$ cat src/rtl/uart_rx_deframer_if.sv
// Parallel-side bundle of the UART receive deframer: baud tick, serial
// line and parity selection in, assembled frame fields and status out.
// The slave modport is taken by the deframer; the master modport by
// whatever drives the line and consumes the fields.
interface uart_rx_deframer_if #(
  parameter int DATA_WIDTH = 8
);
  logic                  baud_tick;
  logic                  data_rx;
  logic [1:0]            parity_type;
  logic [DATA_WIDTH-1:0] raw_data;
  logic                  parity_bit;
  logic                  start_bit;
  logic                  stop_bit;
  logic                  recieved_flag;
  logic                  active_flag;

  modport master (
    output baud_tick, data_rx, parity_type,
    input  raw_data, parity_bit, start_bit, stop_bit, recieved_flag, active_flag
  );

  modport slave (
    input  baud_tick, data_rx, parity_type,
    output raw_data, parity_bit, start_bit, stop_bit, recieved_flag, active_flag
  );
endinterface

$ cat src/rtl/uart_rx_deframer.sv
// UART receive deframer: synchronizes the serial line, finds the start bit,
// samples every bit at its midpoint (OVERSAMPLE baud ticks per bit) and
// presents start/data/parity/stop as parallel fields with a one-clock
// recieved_flag strobe for the downstream error checker.
// Optional build macro UART_RX_MAJORITY_VOTE_EN: each bit becomes the 2-of-3
// majority of the ticks around its midpoint, decided one tick later.
module uart_rx_deframer #(
  parameter int DATA_WIDTH = 8,
  parameter int OVERSAMPLE = 16
) (
  input logic               clock,
  input logic               reset_n,
  uart_rx_deframer_if.slave rx
);

  localparam int TW = $clog2(OVERSAMPLE);
  localparam int BW = (DATA_WIDTH > 1) ? $clog2(DATA_WIDTH) : 1;

  // Counter value on which each state makes its bit decision. With voting
  // the START decision slips one tick past the midpoint; the counter then
  // restarts one tick late, so the later bits keep OVERSAMPLE-1 and still
  // decide one tick after their own midpoints.
`ifdef UART_RX_MAJORITY_VOTE_EN
  localparam logic [TW-1:0] START_LAST = TW'(OVERSAMPLE / 2);
`else
  localparam logic [TW-1:0] START_LAST = TW'(OVERSAMPLE / 2 - 1);
`endif
  localparam logic [TW-1:0] BIT_LAST = TW'(OVERSAMPLE - 1);
  localparam logic [BW-1:0] BIT_MAX  = BW'(DATA_WIDTH - 1);

  typedef enum logic [2:0] {
    IDLE,
    START,
    DATA,
    PARITY,
    STOP
  } state_t;

  state_t        state;
  logic [TW-1:0] tick_cnt;
  logic [BW-1:0] bit_cnt;
  logic [1:0]    ptype_q;
  logic          rx_meta;
  logic          rx_s;
  logic          sample_bit;

  // Two-flop synchronizer; resets to the idle (high) line level so that
  // reset release never looks like a start edge.
  always_ff @(posedge clock or negedge reset_n) begin
    if (!reset_n) begin
      rx_meta <= 1'b1;
      rx_s    <= 1'b1;
    end else begin
      // NOTE: sequential state uses non-blocking assignments so every flop
      // samples pre-edge values; blocking here would collapse the two stages.
      rx_meta <= rx.data_rx;
      rx_s    <= rx_meta;
    end
  end

`ifdef UART_RX_MAJORITY_VOTE_EN
  logic [1:0] vote_hist;

  // Line values seen on the two previous baud ticks (mid-1 and mid at the
  // decision tick); the current rx_s supplies mid+1.
  always_ff @(posedge clock or negedge reset_n) begin
    if (!reset_n) begin
      vote_hist <= 2'b11;
    end else if (rx.baud_tick) begin
      vote_hist <= {vote_hist[0], rx_s};
    end
  end

  assign sample_bit = (vote_hist[1] & vote_hist[0]) |
                      (vote_hist[1] & rx_s) |
                      (vote_hist[0] & rx_s);
`else
  assign sample_bit = rx_s;
`endif

  // Frame FSM with registered field and status outputs.
  always_ff @(posedge clock or negedge reset_n) begin
    if (!reset_n) begin
      state            <= IDLE;
      tick_cnt         <= '0;
      bit_cnt          <= '0;
      ptype_q          <= 2'b00;
      rx.raw_data      <= '0;
      rx.start_bit     <= 1'b0;
      rx.parity_bit    <= 1'b1;
      rx.stop_bit      <= 1'b1;
      rx.recieved_flag <= 1'b0;
      rx.active_flag   <= 1'b0;
    end else begin
      rx.recieved_flag <= 1'b0;
      if (rx.baud_tick) begin
        unique case (state)
          IDLE: begin
            if (!rx_s) begin
              state          <= START;
              tick_cnt       <= '0;
              ptype_q        <= rx.parity_type;
              rx.active_flag <= 1'b1;
            end
          end
          START: begin
            if (tick_cnt == START_LAST) begin
              tick_cnt <= '0;
              if (!sample_bit) begin
                rx.start_bit <= 1'b0;
                bit_cnt      <= '0;
                state        <= DATA;
              end else begin
                // Glitch shorter than half a bit: drop it silently.
                state          <= IDLE;
                rx.active_flag <= 1'b0;
              end
            end else begin
              tick_cnt <= tick_cnt + 1'b1;
            end
          end
          DATA: begin
            if (tick_cnt == BIT_LAST) begin
              tick_cnt             <= '0;
              rx.raw_data[bit_cnt] <= sample_bit;
              if (bit_cnt == BIT_MAX) begin
                bit_cnt <= '0;
                if (^ptype_q) begin
                  state <= PARITY;
                end else begin
                  rx.parity_bit <= 1'b1;
                  state         <= STOP;
                end
              end else begin
                bit_cnt <= bit_cnt + 1'b1;
              end
            end else begin
              tick_cnt <= tick_cnt + 1'b1;
            end
          end
          PARITY: begin
            if (tick_cnt == BIT_LAST) begin
              tick_cnt      <= '0;
              rx.parity_bit <= sample_bit;
              state         <= STOP;
            end else begin
              tick_cnt <= tick_cnt + 1'b1;
            end
          end
          STOP: begin
            if (tick_cnt == BIT_LAST) begin
              // A low stop bit is still reported; the checker flags it.
              tick_cnt         <= '0;
              rx.stop_bit      <= sample_bit;
              rx.recieved_flag <= 1'b1;
              rx.active_flag   <= 1'b0;
              state            <= IDLE;
            end else begin
              tick_cnt <= tick_cnt + 1'b1;
            end
          end
          default: begin
            state          <= IDLE;
            tick_cnt       <= '0;
            rx.active_flag <= 1'b0;
          end
        endcase
      end
    end
  end

endmodule

$ cat src/flat_wrapper.sv
// flat-port wrapper written by rule: the top's interface ports become plain ports
module uart_rx_deframer_flat 
#(
  parameter int DATA_WIDTH = 8,
  parameter int OVERSAMPLE = 16
)
  (clock, reset_n, rx_baud_tick, rx_data_rx, rx_parity_type, rx_raw_data, rx_parity_bit, rx_start_bit, rx_stop_bit, rx_recieved_flag, rx_active_flag);
  uart_rx_deframer_if #(.DATA_WIDTH(DATA_WIDTH)) rx_i ();
  input logic clock;
  input logic reset_n;
  input wire logic [$bits(rx_i.baud_tick)-1:0] rx_baud_tick;
  input wire logic [$bits(rx_i.data_rx)-1:0] rx_data_rx;
  input wire logic [$bits(rx_i.parity_type)-1:0] rx_parity_type;
  output wire logic [$bits(rx_i.raw_data)-1:0] rx_raw_data;
  output wire logic [$bits(rx_i.parity_bit)-1:0] rx_parity_bit;
  output wire logic [$bits(rx_i.start_bit)-1:0] rx_start_bit;
  output wire logic [$bits(rx_i.stop_bit)-1:0] rx_stop_bit;
  output wire logic [$bits(rx_i.recieved_flag)-1:0] rx_recieved_flag;
  output wire logic [$bits(rx_i.active_flag)-1:0] rx_active_flag;
  assign rx_i.baud_tick = rx_baud_tick;
  assign rx_i.data_rx = rx_data_rx;
  assign rx_i.parity_type = rx_parity_type;
  assign rx_raw_data = rx_i.raw_data;
  assign rx_parity_bit = rx_i.parity_bit;
  assign rx_start_bit = rx_i.start_bit;
  assign rx_stop_bit = rx_i.stop_bit;
  assign rx_recieved_flag = rx_i.recieved_flag;
  assign rx_active_flag = rx_i.active_flag;
  uart_rx_deframer #(.DATA_WIDTH(DATA_WIDTH), .OVERSAMPLE(OVERSAMPLE)) u_core (.clock(clock), .reset_n(reset_n), .rx(rx_i));
endmodule
$ cat config.mk
export PLATFORM = sky130hd
export DESIGN_NAME = uart_rx_deframer_flat
export DESIGN_NICKNAME = d
export VERILOG_FILES = /design/src/rtl/uart_rx_deframer_if.sv /design/src/rtl/uart_rx_deframer.sv /design/src/flat_wrapper.sv
export SDC_FILE = /design/constraint.sdc
export NUM_CORES = 1
export LEC_CHECK = 0
export ABC_CLOCK_PERIOD_IN_PS = 3470
export BUFFER_PORTS_ARGS = -buffer_cell sky130_fd_sc_hd__buf_2
export CAP_MARGIN = 20
export CORE_MARGIN = 2
export CORE_UTILIZATION = 45
export CTS_CLUSTER_SIZE = 16
export DETAILED_ROUTE_END_ITERATION = 7
export PLACE_DENSITY = 0.64
export SYNTH_ARGS = -nofsm -noshare
export SYNTH_HDL_FRONTEND = slang
export SYNTH_SLANG_ARGS = --single-unit
$ cat constraint.sdc
create_clock -name clock -period 3.47 [get_ports clock]
set_input_delay 0.1735 -clock clock [delete_from_list [all_inputs] [get_ports clock]]
set_output_delay 0.1735 -clock clock [all_outputs]
set_load 0.02 [all_outputs]
==> results of run 1 <==
==> state kept, by name, summed over array words and instances (netlist names) <==
signal,flops
u_core.rx.active_flag,1
u_core.state,3
u_core.rx_meta,1
u_core.ptype_q,2
u_core.bit_cnt,3
u_core.tick_cnt,4
u_core.rx.stop_bit,1
u_core.rx.recieved_flag,1
u_core.rx.parity_bit,1
u_core.rx_s,1
u_core.rx.raw_data,8
==> per-stage QoR <==
step	util, %	cells	total power [uW]
finish	53.4	194	1050
global route	53.4	194	1140
CTS	53.4	194	1070
detailed placement	51.1	188	848
global placement	51.1	188	832
floorplan	-	133	747
==> layout make-up <==
type | instances | area, sq um
fillers | 268 | 1430
well taps | 44 | 55.1
flip-flops and latches | 26 | 656
inverters | 4 | 15.0
clock inverters | 1 | 30.0
clock buffers | 3 | 22.5
multi-input cells | 97 | 761
repair buffers | 19 | 105
==> how the worst max path moves through the flow <==
stage / startpoint / to / slack (ps)
2_1_floorplan: u_core.tick_cnt[0] / u_core.rx.raw_data[3] / 1870
3_3_place_gp: u_core.tick_cnt[0] / u_core.rx.raw_data[3] / 1670
5_1_grt: u_core.state[1] / u_core.rx.raw_data[1] / 1500
6_report: u_core.state[1] / u_core.rx.raw_data[1] / 1640
3_5_place_dp: u_core.state[1] / u_core.rx.raw_data[1] / 1660
4_1_cts: u_core.state[1] / u_core.rx.raw_data[1] / 1640
==> worst max-delay path, stage by stage, from the launching register on <==
cell and delay [ps]:
dfrtp_1 680, nor2b_1 300, nand3_1 180, nor3_1 220, mux2_1 350
==> layout by cell type, fill, tap and decap left out, types with 2 or more instances in the layout <==
| cell type | Yosys | routed |
|---|---|---|
| mux2_1 | 6 | 6 |
| nand4_1 | 2 | 2 |
| mux2_2 | 8 | 8 |
| nor2_1 | 5 | 5 |
| nand3_1 | 7 | 7 |
| ha_1 | 3 | 3 |
| a22o_1 | 3 | 3 |
| dfrtp_1 | 22 | 22 |
| nor3_1 | 5 | 5 |
| nand2b_1 | 5 | 5 |
| a21bo_2 | 2 | 2 |
| nand2_1 | 11 | 11 |
| and3_1 | 3 | 3 |
| nor2b_1 | 5 | 5 |
| clkbuf_4 | 0 | 3 |
| dlygate4sd3_1 | 0 | 2 |
| buf_2 | 1 | 17 |
| inv_1 | 3 | 3 |
| xnor2_1 | 2 | 2 |
| o21ai_0 | 6 | 6 |
| dfstp_2 | 4 | 4 |
==> routing by layer <==
metal | GRT usage [%] | up-vias
met3 | 2.73 | 4
met4 | 5.59 | 0
met1 | 24.2 | 517
met2 | 29.6 | 47
met5 | 0 | -
li1 | - | 516
==> cells by family (layout without fill, tap and decap cells) <==
family                   after synthesis  after routing  synth area share [%]
AND/OR/NAND/NOR                       53             53                  22.0
multiplexers                          15             15                  11.7
flip-flops                            26             26                  44.5
buffers and inverters                 10             27                  3.90
adder cells (fa/ha/maj)                3              3                  2.55
XOR/XNOR                               3              3                  1.78
AO/OA/AOI/OAI                         22             22                  13.3
other                                  1              1                 0.254
==> power by group <==
group | switching (uW) | internal, uW | total (uW)
clock | 92.8 | 117 | 210
combinational | 201 | 169 | 370
sequential | 97.9 | 376 | 474
==> results.md, run 1 <==
* Outcome: completed
* Gr usage total at 17.9%
* Unrepaired setup endpoints after global routing: no
* Final #Nets at 160
* Reg-to-Reg End: u_core.rx.raw_data[1]
* Place WS at 1660 ps
* Top Ports at 19
* Post-CTS Hold Buffers at 2
* Fin. max-slew vios at 0
* Top post-synthesis cells by count: dfrtp_1 (22), nand2_1 (11), mux2_2 (8)
* Final ANT Viol Nets at 0
* Hold path endpoint: u_core.ptype_q[1]
* CTS tree: yes
* Ys flop type: dfrtp_1
* GRT overflow at 0
* Post-DR wirelength/cell at 14.9 microns
* Top post-synthesis cells by area: dfrtp_1 (37%), dfstp_2 (7.1%), mux2_2 (6.1%)
* HPWL after detailed placement at 2110 microns
* Critical Path RT at 3700 ps
* Setup crit start kind: register
* Final setup fails at 0
* Slew HR at 61.8%
* Die extent in x at 61.2 microns
* Worst setup margin at 1640 ps
* Hold path startpoint: rx_parity_type[1]
* Area leader, netlist: dfrtp_1
* Die Y at 61.2 microns
* Pleak at 0.000767 uW
* Antenna cells at 0
* Post-route minimum period at 1830 ps
* Setup bufs post-CTS at 0
* Max-cap violations at 0
* EDFF count, synth at 0
* Share of cells above drive strength 1 at 31.3%
* Final hold viol count at 0
* Seq/Total Area, Yosys at 44.5%
* Worst skew pair latency at 330 ps
* Post-synth top area share at 37.4%
* DR WL met2 at 1390 microns
* H-tree depth at 1
* R2r worst-path depth at 4
* DRC Markers at 0
* Clock sinks at 26
* TritonRoute pass-1 iters at 4
* Type of the worst min-delay path: in -> reg
* Syn Inst Count at 133
* CTS Root Cell: clkbuf_4
* Yosys synthesis warning count at 0
* Worst reg2reg path startpoint: u_core.state[1]
* Initial detailed-routing violation count at 26
* Die area at 3750 sq um
* TNS Setup at 0 ps
* Syn avg cell area at 11.1 sq um
* Pwr dens at 641 nW/um^2
* WL final at 2900 microns
* Num CTS Buffers at 3
* Largest net degree at the start of global routing at 27
* Initial antenna violation count at 0
* Critical path data arrival time at 2060 ps
* Period Utilization, post-route at 52.7%
* Hold Slack at 67.1 ps
* Placed cell area at 1570 sq um
* Max rail drop VDD at 287 uV
* Mapped Area at 1470 sq um
* Fin Clk Skew at 2.80 ps
* Post-Syn Nets at 142
* Synthesis-to-layout area growth at 11.5%
* Slew at the pin closest to its max-slew limit at 573 ps
* WHS Path Cells at 2
* FF+latch count, synth at 26
* Placer congestion estimate at 0.883
* Clock-pin slew on the worst setup and hold paths at 140 ps
* Critical path type: reg -> reg
* M1 WL at 1280 microns
* Worst-path fanout max at 14
* Port Buf Inserts at 17
* Most numerous cell in the Yosys netlist: dfrtp_1
* Rows at 20
* Metal3 WL at 197 microns
* First-pass GRT wire length at 4920 microns
* Distinct cells, synth at 47
* Max Fclk at 547 MHz
* CTS Buffer Depth at 2
* Uppermost layer routed: met4
* Post-CTS sizing at 0
* Worst setup EP type: register
* Vias in the first global route at 1,046
* R2R setup slack at 1640 ps
* Initial core utilization at 47.9%
* Core area at 3080 sq um
* Post-synth ARST share at 100%
* DR vias/cell at 5.59
* Design area at 1640 sq um
* Via count at 1,084
Note: power is estimated with default switching activity, not from simulation.
==> run 2: changes to the inputs <==
--- a/config.mk
+++ b/config.mk
@@ -5,7 +5,7 @@
 export SDC_FILE = /design/constraint.sdc
 export NUM_CORES = 1
 export LEC_CHECK = 0
-export ABC_CLOCK_PERIOD_IN_PS = 3470
+export ABC_CLOCK_PERIOD_IN_PS = 1900
 export BUFFER_PORTS_ARGS = -buffer_cell sky130_fd_sc_hd__buf_2
 export CAP_MARGIN = 20
 export CORE_MARGIN = 2
==> constraint.sdc (replaced) <==
create_clock -name clock -period 1.9 [get_ports clock]
set_input_delay 0.095 -clock clock [delete_from_list [all_inputs] [get_ports clock]]
set_output_delay 0.095 -clock clock [all_outputs]
set_load 0.02 [all_outputs]
==> results.md, run 2 (synthesis results as in run 1) <==
* Outcome: completed
* Max Fclk at 567 MHz
* Slew HR at 61.6%
* Met1 usage at 25.9%
* Hold path startpoint: rx_baud_tick
* Placed cell area at 1640 sq um
* GRT met3 Usage at 2.31%
* Post-route minimum period at 1760 ps
* Unrepaired setup endpoints after global routing: no
* Pwr dens at 1140 nW/um^2
* CTS Buffer Depth at 2
* Busiest grt layer: met2
* Final ANT Viol Nets at 0
* Clock-pin slew on the worst setup and hold paths at 160 ps
* Initial detailed-routing violation count at 27
* Initial core utilization at 47.9%
* Max reg flops at 8
* Antenna cells at 0
* Most frequent cells in the layout: dfrtp_1 (22), buf_2 (17), nand2_1 (11)
* Final cell count without fillers at 205
* Largest net degree at the start of global routing at 27
* GRT met2 Usage at 27.1%
* Worst skew pair latency at 330 ps
* Die area at 3750 sq um
* CTS Root Cell: clkbuf_4
* GRT overflow at 0
* Vias in the first global route at 1,057
* Critical path type: reg -> reg
* Slew at the pin closest to its max-slew limit at 576 ps
* First-pass GRT wire length at 4860 microns
* Clock sinks at 26
* Final design utilization at 56.3%
* H-tree depth at 1
* Design area at 1730 sq um
* Placed cell count at 197
* TNS Setup at 0 ps
* Final setup fails at 0
* Hold path endpoint: u_core.state[2]
* Most common cell after layout, fill and taps aside: dfrtp_1
* Setup bufs post-CTS at 0
* WHS Path Cells at 3
* Top reg by flops: u_core.rx.raw_data
* Critical path data arrival time at 2000 ps
* Rows at 20
* Initial antenna violation count at 0
* Reg-to-Reg End: u_core.rx.raw_data[3]
* Post-DR wirelength/cell at 14.4 microns
* Pleak at 0.000820 uW
* Port Buf Inserts at 17
* DRC Markers at 0
* R2r worst-path depth at 5
* Worst-path fanout max at 6
* HPWL after detailed placement at 2230 microns
* R2R setup slack at 140 ps
* Fin Clk Skew at 14.9 ps
* Critical Path RT at 2140 ps
* Top Ports at 19
* Gr usage total at 17.6%
* Max-cap violations at 0
* Placer congestion estimate at 0.951
* Type of the worst min-delay path: in -> reg
* Share of cells above drive strength 1 at 35.4%
* Final #Nets at 171
* Synthesis-to-layout area growth at 17.7%
* CTS tree: yes
* Setup crit start kind: register
* Num CTS Buffers at 3
* Largest regs: u_core.rx.raw_data x8, u_core.tick_cnt x4
* Die Y at 61.2 microns
* TritonRoute pass-1 iters at 4
* Worst setup EP type: register
* Fin. max-slew vios at 0
* Die extent in x at 61.2 microns
* Fill count at 282
* Core area at 3080 sq um
* Via count at 1,092
* Max rail drop VDD at 757 uV
* Worst reg2reg path startpoint: u_core.tick_cnt[0]
* Final hold viol count at 0
* Period Utilization, post-route at 92.8%
* WL final at 2960 microns
* DR vias/cell at 5.33
-- run 2: critical path, stage by stage (launching register included) --
cell	delay, ps
dfrtp_1	420
ha_2	270
nand3_4	130
nor3_2	290
nor3b_2	230
mux2_1	340
-- run 2: final cells by class --
class	count	area, sq um	area share, %
Multi-Input combinational cell	97	763	44.0
Sequential cell	26	656	37.8
Timing Repair Buffer	30	193	11.1
Tap cell	44	55.1	3.17
Clock inverter	1	30.0	1.73
Clock buffer	3	22.5	1.30
Inverter	4	15.0	0.866
-- run 2: worst max path at each step --
stage / startpoint / end / slack, ps / cells past startpoint
final: u_core.tick_cnt[0] / u_core.rx.raw_data[3] / 140 / 5
after global routing: u_core.tick_cnt[0] / u_core.rx.raw_data[3] / 50 / 5
after CTS: u_core.tick_cnt[0] / u_core.rx.raw_data[3] / 80 / 5
after detailed placement: u_core.tick_cnt[0] / u_core.rx.raw_data[3] / 80 / 5
after global placement: u_core.tick_cnt[0] / u_core.rx.raw_data[3] / 200 / 5
after floorplan: u_core.tick_cnt[0] / u_core.rx.raw_data[3] / 300 / 5
-- run 2: where the power goes --
group	internal [uW]	leakage, uW	switching, uW
registers	688	0.000326	126
clock network	213	0.0000279	180
logic	352	0.000466	426
-- run 2: stage by stage --
stage	setup WS, ps	hold slack, ps	power [uW]
after CTS	82.7	169	1990
final	137	177	1990
after global placement	201	123	1560
after global routing	52.8	178	2110
after floorplan	295	-201	1360
after detailed placement	84.2	131	1590
-- run 2: metal layers --
layer / wire (microns) / vias up / share of wire (%)
met5: 0 / - / 0
met4: 17 / 0 / 0.57
met3: 113 / 2 / 3.8
met2: 1330 / 29 / 45
met1: 1500 / 524 / 51
li1: - / 537 / -
-- run 2: repair_timing --
item	4_1_cts	5_1_grt
setup endpoints to repair	0	2
gates resized for setup	0	1
endpoints found under the hold margin	25	0
hold buffers	4	0
